$ cat config.mk
export PLATFORM = sky130hd
export DESIGN_NAME = priority_interrupt_controller
export DESIGN_NICKNAME = d
export VERILOG_FILES = /design/src/rtl/intc_pkg.sv /design/src/rtl/intc_prio_enc.sv /design/src/rtl/priority_interrupt_controller.sv
export SDC_FILE = /design/constraint.sdc
export NUM_CORES = 1
export LEC_CHECK = 0
export ABC_CLOCK_PERIOD_IN_PS = 2350
export CAP_MARGIN = 25
export CELL_PAD_IN_SITES_DETAIL_PLACEMENT = 1
export CELL_PAD_IN_SITES_GLOBAL_PLACEMENT = 1
export CORE_UTILIZATION = 30
export CTS_CLUSTER_SIZE = 30
export DETAILED_ROUTE_END_ITERATION = 6
export GPL_TIMING_DRIVEN = 0
export PLACE_DENSITY_LB_ADDON = 0.25
export REMOVE_ABC_BUFFERS = 1
export SLEW_MARGIN = 20
export SYNTH_ARGS = -nofsm -noshare
export SYNTH_HDL_FRONTEND = slang
export SYNTH_SLANG_ARGS = --single-unit
$ cat constraint.sdc
create_clock -name clk -period 2.35 [get_ports clk]
set_input_delay 0.47 -clock clk [delete_from_list [all_inputs] [get_ports clk]]
set_output_delay 0.47 -clock clk [all_outputs]
set_load 0.03 [all_outputs]
$ cat src/rtl/intc_pkg.sv
// intc_pkg: register map, FSM state type and the "no vector" code shared by the interrupt controller.
package intc_pkg;
    localparam logic [2:0] ADDR_SEL     = 3'd0;
    localparam logic [2:0] ADDR_ENABLE  = 3'd1;
    localparam logic [2:0] ADDR_TYPE    = 3'd2;
    localparam logic [2:0] ADDR_PENDING = 3'd3;
    localparam logic [2:0] ADDR_VECTOR  = 3'd4;
    localparam logic [2:0] ADDR_EOI     = 3'd5;
    localparam logic [2:0] ADDR_STATUS  = 3'd6;
    localparam logic [7:0] VECTOR_NONE  = 8'hFF;
    typedef enum logic {IDLE = 1'b0, SERVICE = 1'b1} state_t;
endpackage

$ cat src/rtl/intc_prio_enc.sv
// intc_prio_enc: fixed-priority encoder, lowest set index wins.
module intc_prio_enc #(
    parameter int NUM_IRQ = 32
) (
    input  logic [NUM_IRQ-1:0] i_req,
    output logic [7:0]         o_idx,
    output logic               o_valid
);
    always_comb begin
        o_idx = 8'h00;
        for (int i = NUM_IRQ - 1; i >= 0; i--)
            if (i_req[i]) o_idx = 8'(i);
    end
    assign o_valid = |i_req;
endmodule

$ cat src/rtl/priority_interrupt_controller.sv
// priority_interrupt_controller: byte-windowed fixed-priority interrupt controller with VECTOR/EOI handshake.
// Define INTC_INPUT_SYNC_EN to pass int_in through two-flop synchronisers.
module priority_interrupt_controller
    import intc_pkg::*;
#(
    parameter int NUM_IRQ   = 32,
    parameter int SEL_WIDTH = $clog2(NUM_IRQ / 8)
) (
    input  logic               clk,
    input  logic               reset,
    input  logic [7:0]         i_data,
    output logic [7:0]         o_data,
    input  logic [2:0]         addr,
    input  logic               cs,
    input  logic               rwb,
    input  logic [NUM_IRQ-1:0] int_in,
    output logic               int_out
);
    localparam int NB = NUM_IRQ / 8;
    localparam int SW = (SEL_WIDTH < 1) ? 1 : SEL_WIDTH;

    logic [SW-1:0]      r_sel;
    logic [NUM_IRQ-1:0] r_enable, r_type, r_epend, r_prev;
    logic [NUM_IRQ-1:0] w_in, w_pend, w_set, w_clr, w_win, w_wdat;
    logic [SW+2:0]      w_off;
    logic [7:0]         w_idx;
    logic               w_any, w_wr, w_ack, w_eoi, w_sel_ok;
    state_t             r_state;
    logic               r_int;

`ifdef INTC_INPUT_SYNC_EN
    logic [NUM_IRQ-1:0] r_sync1, r_sync2;
    always_ff @(posedge clk or negedge reset) begin
        if (!reset) begin
            r_sync1 <= '0;
            r_sync2 <= '0;
        end else begin
            r_sync1 <= int_in;
            r_sync2 <= r_sync1;
        end
    end
    assign w_in = r_sync2;
`else
    assign w_in = int_in;
`endif

    // Edge lines report the latched flag, level lines follow the input live.
    assign w_pend   = r_enable & ((r_type & r_epend) | (~r_type & w_in));
    assign w_set    = w_in & ~r_prev;
    assign w_sel_ok = int'(r_sel) < NB;
    assign w_off    = {r_sel, 3'b000};
    assign w_win    = NUM_IRQ'(8'hFF) << w_off;
    assign w_wdat   = NUM_IRQ'(i_data) << w_off;
    assign w_wr     = cs & ~rwb;
    assign w_ack    = cs & rwb & (addr == ADDR_VECTOR) & (r_state == IDLE) & w_any;
    assign w_eoi    = w_wr & (addr == ADDR_EOI) & (r_state == SERVICE);
    assign w_clr    = ((w_wr && addr == ADDR_PENDING && w_sel_ok) ? w_wdat : '0)
                    | (w_ack ? NUM_IRQ'(1) << w_idx : '0);

    intc_prio_enc #(.NUM_IRQ(NUM_IRQ)) u_enc (
        .i_req   (w_pend),
        .o_idx   (w_idx),
        .o_valid (w_any)
    );

    always_ff @(posedge clk or negedge reset) begin
        if (!reset) begin
            r_sel    <= '0;
            r_enable <= '0;
            r_type   <= '0;
            r_epend  <= '0;
            r_prev   <= '0;
        end else begin
            r_prev  <= w_in;
            r_epend <= r_enable & r_type & (w_set | (r_epend & ~w_clr));
            if (w_wr && addr == ADDR_SEL) r_sel <= i_data[SW-1:0];
            if (w_wr && addr == ADDR_ENABLE && w_sel_ok) r_enable <= (r_enable & ~w_win) | w_wdat;
            if (w_wr && addr == ADDR_TYPE && w_sel_ok) r_type <= (r_type & ~w_win) | w_wdat;
        end
    end

    always_ff @(posedge clk or negedge reset) begin
        if (!reset) begin
            r_state <= IDLE;
            r_int   <= 1'b0;
        end else begin
            r_int   <= (r_state == IDLE) & w_any;
            r_state <= w_ack ? SERVICE : (w_eoi ? IDLE : r_state);
        end
    end

    assign int_out = r_int;
    assign o_data  = (addr == ADDR_SEL)     ? 8'(r_sel) :
                     (addr == ADDR_ENABLE)  ? (w_sel_ok ? 8'(r_enable >> w_off) : 8'h00) :
                     (addr == ADDR_TYPE)    ? (w_sel_ok ? 8'(r_type >> w_off) : 8'h00) :
                     (addr == ADDR_PENDING) ? (w_sel_ok ? 8'(w_pend >> w_off) : 8'h00) :
                     (addr == ADDR_VECTOR)  ? ((r_state == IDLE && w_any) ? w_idx : VECTOR_NONE) :
                     (addr == ADDR_STATUS)  ? {r_state == SERVICE, w_any, 6'b000000} : 8'h00;
endmodule

==> results of run 1 <==
-- power breakdown --
part / total (W) / switching, W / leakage, nW / internal [W]
Clock: 0.00265 / 0.00111 / 0.279 / 0.00154
Combinational: 0.00427 / 0.00223 / 2.48 / 0.00204
Sequential: 0.00293 / 0.000400 / 1.68 / 0.00253
Total: 0.00985 / 0.00374 / 4.44 / 0.00611
-- path summary, 6_finish.rpt --
kind,slack [ns],to,start
min in group asynchronous,0.52,r_prev[18]$_DFF_PN0_,reset
worst max-delay path,-0.87,o_data[7],r_type[23]$_DFFE_PN0P_
worst max register to register,-0.35,r_epend[2]$_DFF_PN0_,r_type[29]$_DFFE_PN0P_
max in group asynchronous,1.04,r_type[28]$_DFFE_PN0P_,reset
worst min-delay path,0.22,r_prev[19]$_DFF_PN0_,int_in[19]
worst min register to register,0.47,r_epend[25]$_DFF_PN0_,r_prev[25]$_DFF_PN0_
-- worst reg2reg max path, delay by kind of cell (launching register included) --
family                 cells  cell delay, ns
AO/OA/AOI/OAI              5            1.32
multiplexers               1            0.36
buffers and inverters      2            0.30
flip-flops                 1            0.39
AND/OR/NAND/NOR            1            0.19
-- registers in the layout (all words and copies together), names as in the netlist --
register and cells:
r_enable 32, r_type 32, r_sel 2, r_prev 32, r_epend 32, int_out 1, r_state 1
-- final cells by class --
class	count	share of cell area, %
multi-input cells	514	45.4
flip-flops and latches	132	30.5
repair buffers	165	14.3
clock buffers	21	4.33
well taps	330	3.80
clock inverters	11	0.956
inverters	18	0.656
-- kinds of logic after synthesis --
family | after synthesis | synth area share [%]
AND/OR/NAND/NOR | 237 | 17.4
AO/OA/AOI/OAI | 159 | 16.1
flip-flops | 132 | 43.2
buffers and inverters | 50 | 2.78
multiplexers | 118 | 20.5
-- per-stage QoR --
step	util (%)	total power, W	cells
2_1_floorplan	-	0.00442	664
3_3_place_gp	33.7	0.00530	1049
3_5_place_dp	34.3	0.00540	1057
4_1_cts	41.7	0.00939	1172
5_1_grt	43.3	0.0102	1191
6_report	43.3	0.00985	1191
-- what timing repair did --
action                                 4_1_cts  5_1_grt
setup endpoints to repair                  106       82
resized for setup                          218       51
hold buffers                                 1        0
cloned                                       1        1
endpoints found under the hold margin       48        0
buffers inserted                            82       21
pin swaps                                   54       22
-- layout by cell type (no fill, tap or decap), types with 13 or more instances in the layout --
cell and n:
dlygate4sd2_1 20, a21oi_1 13, clkbuf_16 18, buf_4 79
mux4_2 17, buf_6 29, o21ai_0 18, nand2_1 76
inv_1 17, mux2_2 67, clkdlybuf4s50_1 20, o21ai_1 15
nand4_1 20, nor2_1 14, nand4b_1 23, mux2_4 22
dfrtp_1 121
-- layer usage --
layer  track usage [%]  up-vias
met3              4.31       57
met4              9.22        0
met2              42.2      237
met5                 0        -
li1                  -     2999
met1              33.5     3704
==> run_results.csv, run 1 <==
group,metric,value,unit
power,powerDensity,906,nW/um^2
die,dieArea,26100,sq um
placed_design,pre_cts_slack,-2.26,ns
synthesis,ys_seq_elements,132,
sta,fin_skew,0.0104,ns
setup_path,crit_path_start_kind,"register",
die,initial_core_util,30.4,%
clock_tree,clk_pin_slew_worst_paths,0.06,ns
grt,grt_first_pass_wirelength,48500,microns
die,num_rows,58,
sta,rsz0062_at_grt,"yes",
sta,max-slew-margin-rel,41.2,%
sta,max_freq,310,MHz
route,highest_layer,"met4",
power,vdd_drop_max,0.420,mV
clock_tree,clock_latency,0.44,ns
die,die_h,162,microns
synthesis,synth_flop_cell,"dfrtp_1",
run_status,outcome,"complete, but fails checks",
sta,tightestPinTransition,0.875,ns
sta,finalSetupViolations,80,
route,wl_met1,13900,microns
sta,fin_crit,3.22,ns
run_status,violations,"negative setup slack",
layout,multi_input_area,4930,sq um
clock_tree,cts_made_buffers,17,
synthesis,ys_top_cells_by_area,"dfrtp_1 (43%), mux2_2 (12%), mux4_2 (5.0%)",
layout,drive_gt1_share,43.8,%
grt,grtUsageTotal,25.5,%
layout,design_area,10900,sq um
layout,regArea,3320,sq um
synthesis,ys_seq_area_share,43.2,%
setup_path,crit_family,"simple AND/OR/NAND/NOR gates",
setup_path,cp-end-kind,"output pin",
setup_path,path_class,"reg2out",
layout,n_antenna_cell,0,
clock_tree,cts_sinks,132,
die,fp.coreArea,25100,sq um
route,dr_wl_met3,1690,microns
grt,grt_overflow,0,
die,num_io_pins,56,
route,routed_wl,32100,microns
synthesis,ys_warn_count,0,
worst_hold_path,hold_class,"in2reg",
synthesis,synth_largest_area_cell,"dfrtp_1",
clock_tree,clock_path_buffers,2,
route,antenna_left,0,
die,die_w,162,microns
grt,grt_max_degree,85,
setup_path,cp_slowest_cell,"dfrtp_1",
placed_design,dp_hpwl,21500,microns
route,drtIter0Drc,548,
route,post_drt_via_cell_ratio,5.87,
synthesis,synth_top_cell_area_share,43.2,%
setup_path,path_buf_inv,3,
synthesis,syn_avg_cell_area,11.0,sq um
synthesis,netlist_top_cells_count,"dfrtp_1 (132), nand2_1 (83), mux2_2 (82)",
grt,grt_pass1_vias,7488,
route,wl_met2,15700,microns
route,routed-via-count,6997,
route,wl_per_cell,27.0,microns
synthesis,synthMostInstantiatedCell,"dfrtp_1",
grt,antenna_found_initial,0,
placed_design,portBuffers,55,
setup_path,reg2reg_depth,9,
setup_path,cp_common_cell,"buf_6",
sta,maxSlewViolCount,0,
sta,finalHoldViolations,0,
route,drt_first_pass_iters,5,
layout,fin_nets,895,
run,maxCapViolCount,0,
setup_path,cp.required,1.88,ns
worst_hold_path,hold_depth,1,
setup_path,cpPeakStageDelay,0.40,ns
setup_path,path_cells,"mux2_4, a22oi_2, nand4b_1, nor4_4, buf_6, buf_6, a21oi_2, o21a_1, nor2_2, buf_6",
power,p_leak,4.44,nW
placed_design,postPlaceCellArea,8620,sq um
route,drc,0,
setup_path,cp.depth,10,
synthesis,syn_inst,696,
placed_design,gp_congestion,0.926,
sta,finalWorstSetupSlack,-0.874,ns
clock_tree,htree_num_levels,4,
sta,setup_tns,-20.00,ns
synthesis,synthArstFlopShare,100,%
layout,syn2layout_area_growth,42.2,%
synthesis,synthesis.area,7640,sq um
sta,fin_crit_sh,137,%
setup_path,cp.arrival,2.75,ns
clock_tree,cts_tree,"done",
sta,hold-worst-slack,0.219,ns
synthesis,yosysUniqueCellTypes,75,
layout,nFillCells,2688,
synthesis,synth-edff-count,0,
setup_path,crit_fanout,5,
clock_tree,cts-root-buf,"clkbuf_16",
(Power assumes the default switching activity.)
==> run 2, diff against run 1 <==
Settings changed: ABC_AREA from default to 1, SYNTH_HIERARCHICAL from default to 1.
==> run 2 against run 1 <==
- the flow still finishes with violations (negative setup slack)
- non-clock buffer count fell by 52
- core utilization fell by 2.5 points
- worst setup slack got worse by 0.60 ns
- critical path depth rose by 25
==> run_results.csv, run 2 <==
group,metric,value,unit
clock_tree,cts_made_buffers,17,
grt,grt_max_degree,80,
placed_design,pre_cts_slack,-2.35,ns
setup_path,cp_common_cell,"nand2_1",
power,powerDensity,928,nW/um^2
sta,finalSetupViolations,50,
sta,max-slew-margin-rel,35.7,%
setup_path,path_buf_inv,4,
setup_path,cpPeakStageDelay,0.50,ns
setup_path,crit_family,"simple AND/OR/NAND/NOR gates",
sta,finalHoldViolations,0,
die,num_rows,57,
grt,grt_overflow,0,
placed_design,dp_hpwl,19600,microns
synthesis,ys_warn_count,6,
synthesis,synth_top_cell_area_share,43.7,%
clock_tree,cts_tree,"done",
run,maxCapViolCount,0,
layout,n_antenna_cell,0,
synthesis,ys_seq_area_share,43.7,%
layout,final_common_cell,"nand2_1",
synthesis,synthArstFlopShare,100,%
layout,drive_gt1_share,20.0,%
power,vdd_drop_max,0.366,mV
layout,syn2layout_area_growth,32.3,%
clock_tree,clock_path_buffers,2,
synthesis,syn_inst,1083,
clock_tree,cts-root-buf,"clkbuf_16",
sta,setup_tns,-37.33,ns
placed_design,postPlaceCellArea,8580,sq um
clock_tree,clk_pin_slew_worst_paths,0.06,ns
worst_hold_path,hold_class,"in2reg",
layout,regArea,3300,sq um
sta,maxSlewViolCount,0,
grt,grt_first_pass_wirelength,44500,microns
sta,fin_crit,3.83,ns
synthesis,synth_largest_area_cell,"dfrtp_1",
layout,nFillCells,3062,
power,p_sw,0.00365,W
setup_path,crit_path_start_kind,"primary input",
layout,multi_input_area,3720,sq um
setup_path,cp_slowest_cell,"clkdlybuf4s50_1",
route,antenna_left,0,
clock_tree,clock_latency,0.44,ns
grt,antenna_found_initial,0,
sta,fin_crit_sh,163,%
sta,tightestPinTransition,0.963,ns
setup_path,cp.required,1.88,ns
power,p_leak,4.81,nW
setup_path,crit_fanout,3,
power,p_comb_share,38.9,%
die,dieArea,25800,sq um
layout,fin_nets,1230,
placed_design,gp_congestion,0.812,
clock_tree,htree_num_levels,4,
setup_path,path_class,"in2out",
grt,grtUsageTotal,23.0,%
grt,grt_pass1_vias,7896,
synthesis,syn_avg_cell_area,6.98,sq um
route,post_drt_via_cell_ratio,5.01,
sta,rsz0062_at_grt,"yes",
die,initial_core_util,30.8,%
layout,most-common-layout-cells,"nand2_1 (281), inv_1 (193), dfrtp_1 (132), nor2_1 (63), o22ai_1 (55)",
die,die_h,161,microns
route,drc,0,
run_status,outcome,"complete, but fails checks",
synthesis,ys_seq_elements,132,
sta,finalWorstSetupSlack,-1.48,ns
sta,max_freq,261,MHz
die,num_io_pins,56,
clock_tree,cts_sinks,132,
route,wl_per_cell,19.0,microns
power,power_frac_seq,32.3,%
synthesis,yosysUniqueCellTypes,35,
synthesis,synthesis.area,7550,sq um
synthesis,synth_flop_cell,"dfrtp_1",
die,die_w,161,microns
route,drt_first_pass_iters,5,
run_status,violations,"negative setup slack",
sta,fin_skew,0.0123,ns
power,internal-power,0.00562,W
route,routed_wl,28900,microns
layout,fin_util,40.7,%
synthesis,synth-edff-count,0,
placed_design,portBuffers,55,
synthesis,netlist_top_cells_count,"nand2_1 (295), inv_1 (211), dfrtp_1 (132)",
synthesis,ys_top_cells_by_area,"dfrtp_1 (44%), nand2_1 (15%), inv_1 (10%)",
route,drtIter0Drc,333,
setup_path,cp.arrival,3.36,ns
layout,design_area,10000,sq um
setup_path,cp-end-kind,"output pin",
synthesis,synthMostInstantiatedCell,"nand2_1",
route,routed-via-count,7611,
power,p_sw_share,39.4,%
power,clkPwrFrac,28.7,%
die,fp.coreArea,24500,sq um
-- run 2: final cells by class --
class | count | share of cell area, %
multi-input combinational | 700 | 37.2
inverter | 219 | 8.54
clock inverter | 10 | 1.08
tap | 324 | 4.06
timing repair buffer | 113 | 11.4
clock buffer | 21 | 4.61
sequential | 132 | 33.0
-- run 2: what timing repair did --
action,in CTS,in global routing
buffers inserted,36,8
gates resized for setup,165,38
hold buffers,1,0
gates cloned,0,0
endpoints found under the setup margin,106,72
pin swaps,24,22
hold endpoints to repair,53,0
-- run 2: power by group through the flow --
stage / Combinational, W / Sequential [W] / Clock [W]
after floorplan: 0.00181 / 0.00293 / 0
final: 0.00361 / 0.00300 / 0.00267
after global routing: 0.00394 / 0.00305 / 0.00278
after global placement: 0.00269 / 0.00300 / 0
after detailed placement: 0.00280 / 0.00301 / 0
after CTS: 0.00336 / 0.00298 / 0.00270
-- run 2: kinds of logic (layout without fill, tap and decap cells) --
logic type | count (synthesis) | count (layout) | synth area share (%)
other | 1 | 3 | 0.0496
flip-flops | 132 | 132 | 43.7
AO/OA/AOI/OAI | 192 | 192 | 14.6
AND/OR/NAND/NOR | 505 | 505 | 28.2
buffers and inverters | 253 | 363 | 13.4
-- run 2: routing by layer --
metal	global-route usage [%]	vias up	part of all wire (%)
li1	-	3625	-
met1	30.2	3757	45
met2	37.7	188	47
met3	4.42	41	4.6
met4	7.93	0	2.6
met5	0	-	0
-- run 2: final timing paths --
path	startpoint	end	cells after the start	slack (ns)
worst max-delay path	int_in[24]	o_data[0]	35	-1.48
worst min-delay path	int_in[3]	r_prev[3]$_DFF_PN0_	1	0.29
worst max register to register	r_type[31]$_DFFE_PN0P_	r_epend[13]$_DFF_PN0_	41	-0.98
worst min register to register	r_prev[22]$_DFF_PN0_	r_epend[22]$_DFF_PN0_	3	0.49
max in group asynchronous	reset	r_enable[3]$_DFFE_PN0P_	3	1.03
min in group asynchronous	reset	r_prev[16]$_DFF_PN0_	2	0.53
-- run 2: stage by stage --
stage | total power, W | std cells | hold slack, ns
global placement | 0.00568 | 1430 | 0.474
finish | 0.00927 | 1519 | 0.287
global route | 0.00978 | 1519 | 0.294
detailed placement | 0.00581 | 1440 | 0.422
floorplan | 0.00474 | 1051 | 0.174
CTS | 0.00904 | 1508 | 0.275
-- run 2: worst register-to-register path, delay by kind of cell, from the launching register on --
| family | cells | cell delay (ns) |
|---|---|---|
| compound gates | 2 | 0.22 |
| buf+inv | 4 | 0.38 |
| flops | 1 | 0.41 |
| simple gates | 35 | 2.23 |
